<file path="src/rtl/plot_fb_writer.sv">
// Pixel-plot sink: buffers plot requests, maps (x,y) to a linear
// framebuffer address and writes on granted cycles; also clears the screen.
module plot_fb_writer #(
  parameter int         DEPTH     = 8,
  parameter int         WIDTH_PX  = 160,
  parameter int         HEIGHT_PX = 120,
  parameter logic [2:0] BG_COLOUR = 3'b000
) (
  input  logic        clk,
  input  logic        rst,
  input  logic        plotEn,
  input  logic [7:0]  x,
  input  logic [6:0]  y,
  input  logic [2:0]  colour,
  input  logic        clear_req,
  input  logic        fb_grant,
  output logic [14:0] fb_addr,
  output logic [2:0]  fb_data,
  output logic        fb_wren,
  output logic        clear_busy,
  output logic        fifo_full,
  output logic        overflow,
  output logic        range_err
);

  localparam int AW = $clog2(DEPTH);
  localparam int CW = AW + 1;
  localparam logic [14:0] LAST = 15'(WIDTH_PX * HEIGHT_PX - 1);

  typedef enum logic [1:0] {
    IDLE,
    DRAIN,
    CLEAR
  } state_e;

  state_e state_q, state_d;

  logic [17:0]   mem_q [DEPTH];
  logic [AW-1:0] wp_q, rp_q;
  logic [CW-1:0] cnt_q, cnt_d;
  logic [14:0]   clr_q, clr_d;
  logic          full_q;
  logic          ovf_q, rng_q;
  logic [14:0]   last_addr_q;
  logic [2:0]    last_data_q;

  logic          in_range, empty, full;
  logic          push, pop, ovf_drop, rng_drop;
  logic [14:0]   addr_in;
  logic [17:0]   head;
  logic          wren;
  logic [14:0]   waddr;
  logic [2:0]    wdata;

  assign in_range = (int'(x) < WIDTH_PX) && (int'(y) < HEIGHT_PX);
  assign empty    = (cnt_q == '0);
  assign full     = (cnt_q == CW'(DEPTH));
  // y*160 = y*128 + y*32
  assign addr_in  = {1'b0, y, 7'b0} + {3'b0, y, 5'b0} + {7'b0, x};
  assign head     = mem_q[rp_q];

  assign pop      = (state_q == DRAIN) && fb_grant && !empty;
  assign push     = plotEn && in_range && (!full || pop);
  assign ovf_drop = plotEn && in_range && full && !pop;
  assign rng_drop = plotEn && !in_range;
  assign cnt_d    = cnt_q + CW'(push) - CW'(pop);

  always_comb begin
    state_d = state_q;
    clr_d   = clr_q;
    wren    = 1'b0;
    waddr   = last_addr_q;
    wdata   = last_data_q;
    unique case (state_q)
      IDLE: begin
        if (clear_req) begin
          state_d = CLEAR;
          clr_d   = '0;
        end else if (!empty || push) begin
          state_d = DRAIN;
        end
      end
      DRAIN: begin
        if (pop) begin
          wren  = 1'b1;
          waddr = head[17:3];
          wdata = head[2:0];
        end
        if (clear_req) begin
          state_d = CLEAR;
          clr_d   = '0;
        end else if (empty && !push) begin
          state_d = IDLE;
        end
      end
      CLEAR: begin
        if (fb_grant) begin
          wren  = 1'b1;
          waddr = clr_q;
          wdata = BG_COLOUR;
        end
        if (clear_req) begin
          clr_d = '0;
        end else if (fb_grant) begin
          if (clr_q == LAST) begin
            clr_d   = '0;
            state_d = (cnt_d != '0) ? DRAIN : IDLE;
          end else begin
            clr_d = clr_q + 15'd1;
          end
        end
      end
      default: state_d = IDLE;
    endcase
  end

  always_ff @(posedge clk) begin
    if (push) mem_q[wp_q] <= {addr_in, colour};
  end

  always_ff @(posedge clk or negedge rst) begin
    if (!rst) begin
      state_q     <= IDLE;
      wp_q        <= '0;
      rp_q        <= '0;
      cnt_q       <= '0;
      clr_q       <= '0;
      full_q      <= 1'b0;
      ovf_q       <= 1'b0;
      rng_q       <= 1'b0;
      last_addr_q <= '0;
      last_data_q <= '0;
    end else begin
      state_q <= state_d;
      clr_q   <= clr_d;
      cnt_q   <= cnt_d;
      full_q  <= (cnt_d == CW'(DEPTH));
      if (push) wp_q <= wp_q + AW'(1);
      if (pop)  rp_q <= rp_q + AW'(1);
      // a drop in the same cycle as clear_req still flags
      ovf_q <= ovf_drop | (ovf_q & ~clear_req);
      rng_q <= rng_drop | (rng_q & ~clear_req);
      if (wren) begin
        last_addr_q <= waddr;
        last_data_q <= wdata;
      end
    end
  end

  assign fb_wren    = wren;
  assign fb_addr    = waddr;
  assign fb_data    = wdata;
  assign clear_busy = (state_q == CLEAR);
  assign fifo_full  = full_q;
  assign overflow   = ovf_q;
  assign range_err  = rng_q;

endmodule

</file>
<file path="config.mk">
export PLATFORM = sky130hd
export DESIGN_NAME = plot_fb_writer
export DESIGN_NICKNAME = d
export VERILOG_FILES = /design/src/rtl/plot_fb_writer.sv
export SDC_FILE = /design/constraint.sdc
export NUM_CORES = 1
export LEC_CHECK = 0
export CAP_MARGIN = 20
export CORE_ASPECT_RATIO = 1.4
export CORE_MARGIN = 2
export CORE_UTILIZATION = 30
export CTS_BUF_LIST = sky130_fd_sc_hd__clkbuf_16
export CTS_CLUSTER_SIZE = 28
export DETAILED_ROUTE_END_ITERATION = 6
export PLACE_DENSITY = 0.47
export SLEW_MARGIN = 40
export SYNTH_ARGS = -nofsm -noshare
export SYNTH_HDL_FRONTEND = slang
export SYNTH_SLANG_ARGS = --single-unit
</file>
<file path="constraint.sdc">
create_clock -name clk -period 4 [get_ports clk]
set_input_delay 0.8 -clock clk [delete_from_list [all_inputs] [get_ports clk]]
set_output_delay 0.8 -clock clk [all_outputs]
set_load 0.01 [all_outputs]
</file>
# --- Yosys cells after proc, flatten, opt, wreduce, memory -nomap -nowiden ---
# Memory sizes are Yosys's and may differ from the RTL's.
# Cells that the tools add are included.
totals:
  regBits: 48
  elab_cells: 85
  memories: 1
  latch_bits: 0
  inputBits: 23
  output_inout_bits: 23
  ram_bits: 144
  mem_bits_ro: 0
memory_table:
  columns: ["name", "depth", "width", "read_ports", "rd_clocked_by_memory_dff", "wr", "line_no", "source"]
  rows:
  - ["mem_q", 8, 18, 1, 0, 1, "38", "logic [17:0] mem_q [DEPTH];"]
classes:
  n_lt_le_gt_ge: 2
  div_mod_pow: 0
  mul: 0
  n_shift: 0
  n_eq_ne: 12
  reduce_logical: 23
  addsub: 7
  n_bitwise: 5
  mux: 25
ops:
  columns: ["op", "count"]
  rows:
  - ["15-bit two-way mux", 6]
  - ["15-bit case mux with 2 select lines", 2]
  - ["14-bit by 12-bit adder with 15-bit output", 1]
  - ["15-bit by 1-bit adder with 15-bit output (second input constant)", 1]
  - ["15-bit by 8-bit adder with 15-bit output", 1]
  - ["15-bit == test (second input constant)", 1]
  - ["2-bit two-way mux", 7]
  - ["1-bit logical AND", 9]
  - ["4-bit == test (second input constant)", 2]
  - ["8-bit less-than comparator (second input constant)", 1]
  - ["7-bit less-than comparator (second input constant)", 1]
  - ["3-bit by 1-bit adder with 3-bit output (second input constant)", 2]
  - ["3-bit two-way mux", 2]
  - ["3-bit != test (second input constant)", 2]
  - ["2-bit case mux with 3 select lines", 1]
  - ["3-bit case mux with 2 select lines", 1]
  - ["1-bit logical NOT", 5]
  - ["1-bit two-way mux", 5]
  - ["5-bit AND reduction", 1]
  - ["4-bit by 1-bit adder with 4-bit output", 1]
  - ["4-bit logical NOT", 1]
  - ["2-bit by 1-bit != test with 1-bit output (second input constant)", 2]
  - ["2-bit != test (second input constant)", 2]
  - ["4-bit nonzero test", 1]
  - ["13 further kinds", 16]

# --- Longest topological paths before layout ---
# Gate-level depths: netlist of the first run.
logic_depth:
  depth_word: 13
  ltp_mapped: 17

# --- Least setup slack after synthesis of the first run ---
# No wires, ideal clock.
synth_timing:
  path_type: "input to register"
  startpoint: "input fb_grant"
  endpoint: "register state_q[0]"
  t_arrival_ns: 3.159
  n_path_buf: 2
  setup_ns: 0.132
  path_stages: 14
  setup_slack_ns: 0.709
  t_required_ns: 3.868
  cell_sequence: "nand2_1 a21oi_1 buf_2 buf_1 nand2_1 o21ai_0 ha_1 inv_1 fa_1 inv_1 or3_1 nor2_1 a211o_1 mux2i_1"
synth_via:
  elab_chain_cells: 12
synth_lines:
  columns: ["element", "line_no", "source"]
  rows:
  - ["start, declared", "16", "input logic fb_grant,"]
  - ["1-bit logical AND (*) (2 in a row)", "62", "assign pop = (state_q == DRAIN) && fb_grant && !empty;"]
  - ["1-bit logical OR", "63", "assign push = plotEn && in_range && (!full || pop);"]
  - ["1-bit logical AND", "63", null]
  - ["4-bit by 1-bit adder with 4-bit output", "66", "assign cnt_d = cnt_q + CW'(push) - CW'(pop);"]
  - ["4-bit by 1-bit subtractor with 4-bit output (*)", "66", null]
  - ["named net cnt_d[1]", "40", "logic [CW-1:0] cnt_q, cnt_d;"]
  - ["4-bit nonzero test (*)", "107", "state_d = (cnt_d != '0) ? DRAIN : IDLE;"]
  - ["1-bit two-way mux (*)", "107", null]
  - ["2-bit two-way mux (*)", "105", "if (clr_q == LAST) begin"]
  - ["2-bit two-way mux (*)", "104", "end else if (fb_grant) begin"]
  - ["2-bit two-way mux (*)", "102", "if (clear_req) begin"]
  - ["2-bit case mux with 3 select lines (*)", "74", "unique case (state_q)"]
  - ["end signal, assigned", "134", "state_q <= state_d;"]
  - ["end, declared", "36", "state_e state_q, state_d;"]
# Mark *: on every way through the listed nets, which the timed path passes. The rest lies on a longest branch. The select of a mux whose other input is x is not followed.
# A chain may end at the register's enable or synchronous reset.

# --- Final worst setup path of the first run ---
layout_timing:
  startpoint: "input fb_grant"
  endpoint: "output fb_addr[5]"
layout_via:
  elab_chain_cells: 4
layout_lines:
  columns: ["element", "line_no", "source"]
  rows:
  - ["1-bit logical AND (2 in a row)", "62", null]
  - ["15-bit two-way mux", "84", "if (pop) begin"]
  - ["15-bit case mux with 2 select lines (*)", "74", null]
  - ["end, declared", "17", "output logic [14:0] fb_addr,"]
# Every way passes the cells marked *; elsewhere a longest branch is shown, timed or not.

==> summary.txt, run 1 <==
Status
  • Status: complete, no violations

Timing
  • Max-slew violation count: 0
  • RSZ-0062 raised after global routing: no
  • Achievable Freq: 262 MHz
  • Clock skew: approximately 0.0088 ns
  • Setup TNS: 0 ns
  • Hold Fails Final Rpt: 0
  • Setup violations, final: 0
  • Fin crit share: 95.3%
  • Relative slew margins: 50.9%
  • Post-route minimum period: around 3.8 ns
  • Worst-margin pin slew: 0.736 ns

Global route
  • First-pass GRT wire length: roughly 33 mm
  • Total GRT Usage: 14.6%
  • Vias in the first global route: 5,593
  • GRT Residual Overflow: 0
  • Largest net degree at the start of global routing: 39
  • Initial antenna violation count: 0

Drt
  • Routed WL: 21.0 mm
  • Initial DRC count: 225
  • Detailed-route via count: between 5,000 and 6,000
  • DR WL/cell: about 20 um
  • Initial DRT Pass Iterations: 5
  • Vias per cell: around 5.1
  • Post-route antenna net violation count: 0
  • Residual DRC count: 0

Yosys
  • Gate Count Post-Synth: roughly 580
  • Post-synth top cells: edfxtp_1, dfrtp_1, nand2_1
  • Ys flop type: edfxtp_1
  • Largest family of logic cells by synthesized area: multiplexers
  • Synth Area in Adders: under 10%
  • Ys Warns: 0
  • Xor-xnor portion of the synthesized cell area: ~1.6%
  • Post-synthesis sequential area ratio: between 60% and 70%
  • Most common cell in the synthesized netlist: edfxtp_1
  • Avg Cell Area, Syn: approximately 15 um2
  • Post-synth top area cell: edfxtp_1
  • Syn nets: 634
  • Mux cell area share after synthesis: 12.8%
  • Top cell type's share of synthesized area: between 40 and 50%
  • Post-synth cell types: 52
  • Number of flops mapped to enable cells by yosys: ~140
  • FF+latch count, synth: about 190
  • Top cells by area, synth: edfxtp_1, dfrtp_1, mux4_2
  • Post-synth ARST share: between 20 and 30%
  • Simple-gate share of the synthesized area: 7.62%
  • Compound-cell area share of the yosys netlist: 8.08%
  • Area of the mapped netlist: approximately 8700 um2

Power
  • Max IR drop VDD: 291 uV
  • PD cells: approximately 660 nW/um2
  • Internal power: about 4.5 mW
  • Combinational Power Share: roughly a third
  • Clk pwr share: between 20% and 30%
  • Sw Ratio: between 30% and 40%
  • LEAKAGE: roughly 3.7 nW
  • Net Switching: roughly 2.3 mW
  • Sequential share of power: between 30 and 40%

Placed design
  • GP Congestion: ~0.85
  • I/O Buffers: 45
  • Placed insts: 1,001
  • Post-detail-place hpwl: about 14 mm

Die
  • Die Width: roughly 150 um
  • Starting density of the core: 30.6%
  • I/O pin cnt: between 40 and 50
  • Placement Rows: 73
  • Chip height: between 200 and 250 um
  • Core Area: between 20,000 and 30,000 um2
  • Die ar.: ~30,000 um2

Worst setup path
  • Crit-path max FO: 33
  • Reg-to-reg setup timing slack: between 0.9 and 1 ns
  • CP Class: in2out
  • Cells on worst reg2reg path: 14
  • Critical Path RT: 3.20 ns
  • WP data arrival: 3.01 ns
  • Crit end category: output pin
  • Crit path from: fb_grant
  • RR Endpoint: state_q[0]
  • Worst setup SP type: input pin
  • Launching point of the worst reg2reg path: state_q[1]

Layout
  • Layout cell share with drive strength beyond 1: around a fifth
  • Layout Cells excl Fill: between 1,000 and 1,500
  • Ant. Diodes: 0
  • Nets: a little under 700
  • Area delta synth->final: 18.9%

Hold path
  • Hold/Removal Path Class: in2async

Clocking
  • CTS H-tree lvls: 4
  • Num CTS Buffers: 17
  • Hold Buf Count CTS: 0
  • CTS tree: built
  • CTS Buffer Depth: 2
  • CTS Root Cell: clkbuf_16
  • Sink Count: approximately 190
  • Clock transition at path regs: 0.07 ns
  • Skew-Pair Late Insertion Delay: 0.44 ns
  • Setup Buffers After CTS: 0

Job
  • Max-cap violations: 0
final cells by class:
type                            instances  area [um2]
Clock buffer                           17         425
Clock inverter                         15         181
Fill cell                            2720       18100
Inverter                               18        67.6
Multi-Input combinational cell        345        3030
Sequential cell                       192        5530
Tap cell                              375         469
Timing Repair Buffer                   71         666
what timing repair did:
action | CTS | global route
setup endpoints to repair | 1 | 10
hold endpoints to repair | 0 | 0
resized for setup | 1 | 2
cloned | 0 | 0
stage by stage:
step | total power, mW | util, % | setup WS, ns | hold slack [ns] | area [um2]
6_report | 6.79 | 36.4 | 0.187 | 0.395 | 10400
5_1_grt | 7.18 | 36.4 | 0.0188 | 0.419 | 10400
4_1_cts | 6.88 | 36.4 | 0.0504 | 0.393 | 10400
3_5_place_dp | 5.10 | 34.2 | 0.115 | 0.491 | 9750
3_3_place_gp | 5.07 | 34.2 | 0.197 | 0.484 | 9750
2_1_floorplan | 4.23 | - | 0.709 | 0.457 | 8720
flip-flops by register name, indices dropped and copies added (netlist names):
register / cells
cnt_q: 4
fifo_full: 1
rp_q: 3
overflow: 1
range_err: 1
last_addr_q: 15
last_data_q: 3
state_q: 2
wp_q: 3
mem_q: 144
clr_q: 15
kinds of logic (layout without fill, tap and decap cells):
family	count (synthesis)	count (layout)
xor+xnor	16	16
simple gates	130	130
flops	192	192
compound gates	107	107
buf+inv	46	121
mux	64	64
fa+ha+maj	28	28
how the worst max path moves through the flow:
stage                 endpoint  slack, ns  cells past startpoint
floorplan           state_q[0]       0.71                     14
global placement    state_q[0]       0.20                     14
detailed placement  state_q[0]       0.11                     14
CTS                 fb_data[1]       0.05                      7
global route        fb_addr[8]       0.02                      8
finish              fb_addr[5]       0.19                      7
power by group through the flow:
stage / clock network, mW / registers, mW / logic (mW)
after CTS: 1.81 / 2.64 / 2.43
after detailed placement: 0 / 2.68 / 2.41
final: 1.76 / 2.65 / 2.38
after global placement: 0 / 2.67 / 2.39
after floorplan: 0 / 2.61 / 1.62
after global routing: 1.89 / 2.68 / 2.61
critical path, stage by stage:
cell             delay (ns)
clkdlybuf4s50_1        0.61
nand2_1                0.17
a21oi_4                0.24
buf_12                 0.22
a22oi_1                0.09
o21ai_0                0.27
clkdlybuf4s50_1        0.60
per-layer routing:
metal	wire, um	track usage (%)	vias up
met5	0	0	-
met4	305	5.00	0
met3	725	2.75	25
met2	11400	26.8	130
met1	8580	16.9	2672
li1	-	-	2390
cell usage in the layout, fill, tap and decap left out, types with 2 or more instances in the layout:
cell type / instances
mux2i_1: 9
xnor2_1: 14
fa_1: 3
and3_1: 2
inv_6: 5
nor4_1: 2
nor2_1: 21
nand3_1: 9
inv_1: 18
edfxtp_1: 144
ha_1: 25
o31ai_1: 4
bufinv_16: 3
xor2_1: 2
nor3_2: 2
o21ai_0: 33
nor2b_1: 3
buf_4: 24
buf_12: 2
nand2b_1: 9
nand2_2: 2
nor3_1: 2
clkinv_2: 4
nor4bb_1: 2
clkdlybuf4s50_1: 44
mux2_2: 19
mux4_2: 36
nand4_1: 16
a22oi_1: 24
o22ai_1: 5
o21a_1: 2
dfrtp_1: 47
or3_1: 4
nand2_1: 45
a22o_1: 12
or4_1: 2
a21oi_1: 11
a21o_1: 7
clkbuf_16: 17
(Power assumes the default switching activity.)
==> run 2, diff against run 1 <==
--- a/config.mk
+++ b/config.mk
@@ -12,7 +12,7 @@
 export CTS_BUF_LIST = sky130_fd_sc_hd__clkbuf_16
 export CTS_CLUSTER_SIZE = 28
 export DETAILED_ROUTE_END_ITERATION = 6
-export PLACE_DENSITY = 0.47
+export PLACE_DENSITY = 0.58
 export SLEW_MARGIN = 40
 export SYNTH_ARGS = -nofsm -noshare
 export SYNTH_HDL_FRONTEND = slang
==> summary.txt, run 2 (synthesized netlist as in run 1, its figures left out) <==
Worst setup path
  • Worst path cell trace: clkdlybuf4s50_1, nand2_1, a21oi_4, buf_12, o21ai_0, o21ai_0, clkdlybuf4s50_1 (was clkdlybuf4s50_1, nand2_1, a21oi_4, buf_12, a22oi_1, o21ai_0, clkdlybuf4s50_1)
  • Crit end category: output pin (unchanged)
  • Crit-path max FO: 23 (was 33)
  • Crit-path max cell delay: 0.61 ns (about the same)
  • CP Class: in2out (unchanged)
  • Critical path buffers and inverters: 3 (unchanged)
  • WP data arrival: 3.06 ns (was 3.01 ns)
  • Critical Path RT: 3.20 ns (about the same)
  • Largest delay share family, worst path: buffers and inverters (unchanged)
  • CP max stage cell: clkdlybuf4s50_1 (unchanged)
  • Reg-to-reg setup timing slack: 0.94 ns (was 0.96 ns)
  • Worst setup SP type: input pin (unchanged)

Layout
  • Design Area, Final: 10,400 um2 (about the same)
  • Area of the multi-input gates: 3040 um2 (was 3030 um2)
  • Layout Cells excl Fill: 1,041 (was 1,033)
  • Commonest non-fill, non-tap cell in the layout: edfxtp_1 (unchanged)
  • Nets: 704 (was 696)
  • Most frequent cells in the layout: edfxtp_1, dfrtp_1, nand2_1, clkdlybuf4s50_1, mux4_2 (unchanged)
  • Leading registers by flop count: mem_q x144, clr_q x15, last_addr_q x15 (unchanged)
  • Fill cells: 2,723 (was 2,720)
  • Sequential Area: 5530 um2 (unchanged)
  • Max FFs per register: 144 (unchanged)
  • Layout cell share with drive strength beyond 1: 21.0% (was 19.3%)
  • Top reg by flops: mem_q (unchanged)
  • Ant. Diodes: 0 (unchanged)
  • Area delta synth->final: 19.7% (was 18.9%)

Global route
  • Total GRT Usage: 13.5% (was 14.6%)
  • Vias in the first global route: 5,308 (was 5,593)
  • GRT Residual Overflow: 0 (unchanged)
  • First-pass GRT wire length: 31.1 mm (was 33.0 mm)
  • Largest net degree at the start of global routing: 30 (was 39)
  • Initial antenna violation count: 0 (unchanged)

Timing
  • Setup TNS: 0 ns (unchanged)
  • Fin crit share: 96.5% (was 95.3%)
  • Relative slew margins: 49.8% (was 50.9%)
  • Worst-margin pin slew: 0.747 ns (was 0.736 ns)
  • Hold Fails Final Rpt: 0 (unchanged)
  • Achievable Freq: 259 MHz (was 262 MHz)
  • Setup violations, final: 0 (unchanged)
  • Clock skew: 0.00851 ns (was 0.00878 ns)
  • Fin Hold WS: 0.410 ns (was 0.395 ns)
  • Post-route minimum period: 3.86 ns (was 3.81 ns)
  • RSZ-0062 raised after global routing: no (unchanged)
  • Max-slew violation count: 0 (unchanged)

Drt
  • DR WL/cell: 19.1 um (was 20.3 um)
  • Detailed-route via count: 5,164 (was 5,217)
  • Initial DRT Pass Iterations: 5 (unchanged)
  • Routed WL: 19.9 mm (was 21.0 mm)
  • Post-route antenna net violation count: 0 (unchanged)
  • Vias per cell: 4.96 (was 5.05)
  • Initial DRC count: 298 (was 225)
  • Residual DRC count: 0 (unchanged)

Clocking
  • Num CTS Buffers: 17 (unchanged)
  • CTS Buffer Depth: 2 (unchanged)
  • CTS Root Cell: clkbuf_16 (unchanged)
  • Sink Count: 192 (unchanged)
  • CTS H-tree lvls: 4 (unchanged)
  • Skew-Pair Late Insertion Delay: 0.44 ns (about the same)
  • CTS tree: built (unchanged)
  • Clock transition at path regs: 0.07 ns (about the same)
  • Setup Buffers After CTS: 0 (unchanged)

Die
  • Die Width: 148 um (unchanged)
  • Die ar.: 30,500 um2 (unchanged)
  • Chip height: 206 um (unchanged)
  • I/O pin cnt: 46 (unchanged)
  • Placement Rows: 73 (unchanged)
  • Core Area: 28,500 um2 (unchanged)
  • Starting density of the core: 30.6% (unchanged)

Placed design
  • Cell Area, Placed: 9830 um2 (was 9750 um2)
  • GP Congestion: 0.762 (was 0.847)
  • I/O Buffers: 45 (unchanged)
  • Post-detail-place hpwl: 13.3 mm (was 13.9 mm)
  • Placed insts: 1,009 (was 1,001)

Power
  • PD cells: 648 nW/um2 (was 655 nW/um2)
  • Max IR drop VDD: 329 uV (was 291 uV)
  • LEAKAGE: 3.71 nW (was 3.68 nW)
  • Power Total: 6.76 mW (was 6.79 mW)

Hold path
  • Hold/Removal Path Class: in2async (unchanged)

Job
  • Max-cap violations: 0 (unchanged)

Status
  • Status: complete, no violations (unchanged)
-- run 2: changes by cell type in the layout (fill, tap and decap cells not counted), sizes merged --
cell	delta
buf	+8
clkinvlp	+1
bufinv	-2
inv	+1
-- run 2: repair_timing --
action                                  in CTS  in global routing
endpoints found under the setup margin       5                  9
hold buffers                                 0                  0
resized for setup                            2                  3
-- run 2: report_power, final --
part           internal (mW)  switching [mW]
combinational           1.11            1.27
sequential              2.47           0.209
clock                  0.892           0.812
total                   4.47            2.29
-- run 2: cell type report --
class,count,area share (%)
clock buffer,17,4.07
timing repair buffer,79,7.11
sequential,192,52.9
clock inverter,15,1.64
multi-input combinational,345,29.1
tap,375,4.49
inverter,18,0.647
-- run 2: worst paths after layout --
path / cells past startpoint / from / end
min in group clk: 1 / wp_q[2] / wp_q[2]
max in group asynchronous: 2 / rst / clr_q[6]
min reg2reg: 1 / wp_q[2] / wp_q[2]
max reg2reg: 14 / state_q[1] / state_q[0]
min: 1 / rst / fifo_full
max: 7 / fb_grant / fb_data[1]
-- run 2: metal layers --
metal  part of all wire (%)  wire [um]  track usage (%)
met1                     43       8640             16.9
met2                     53      10400             24.1
met3                    2.8        560             2.28
met4                    1.2        231             3.78
met5                      0          0                0
-- run 2: metrics by stage --
step / setup slack, ns / utilization (%)
floorplan: 0.709 / -
global route: 0.00251 / 36.6
finish: 0.139 / 36.6
CTS: 0.0219 / 36.6
detailed placement: 0.117 / 34.5
global placement: 0.124 / 34.5
==> run 3, diff against run 2 <==
--- a/config.mk
+++ b/config.mk
@@ -10,7 +10,6 @@
 export CORE_MARGIN = 2
 export CORE_UTILIZATION = 30
 export CTS_BUF_LIST = sky130_fd_sc_hd__clkbuf_16
-export CTS_CLUSTER_SIZE = 28
 export DETAILED_ROUTE_END_ITERATION = 6
 export PLACE_DENSITY = 0.58
 export SLEW_MARGIN = 40
==> results of run 3 <==
Final layout, timing and power as in run 2 (identical DEF).
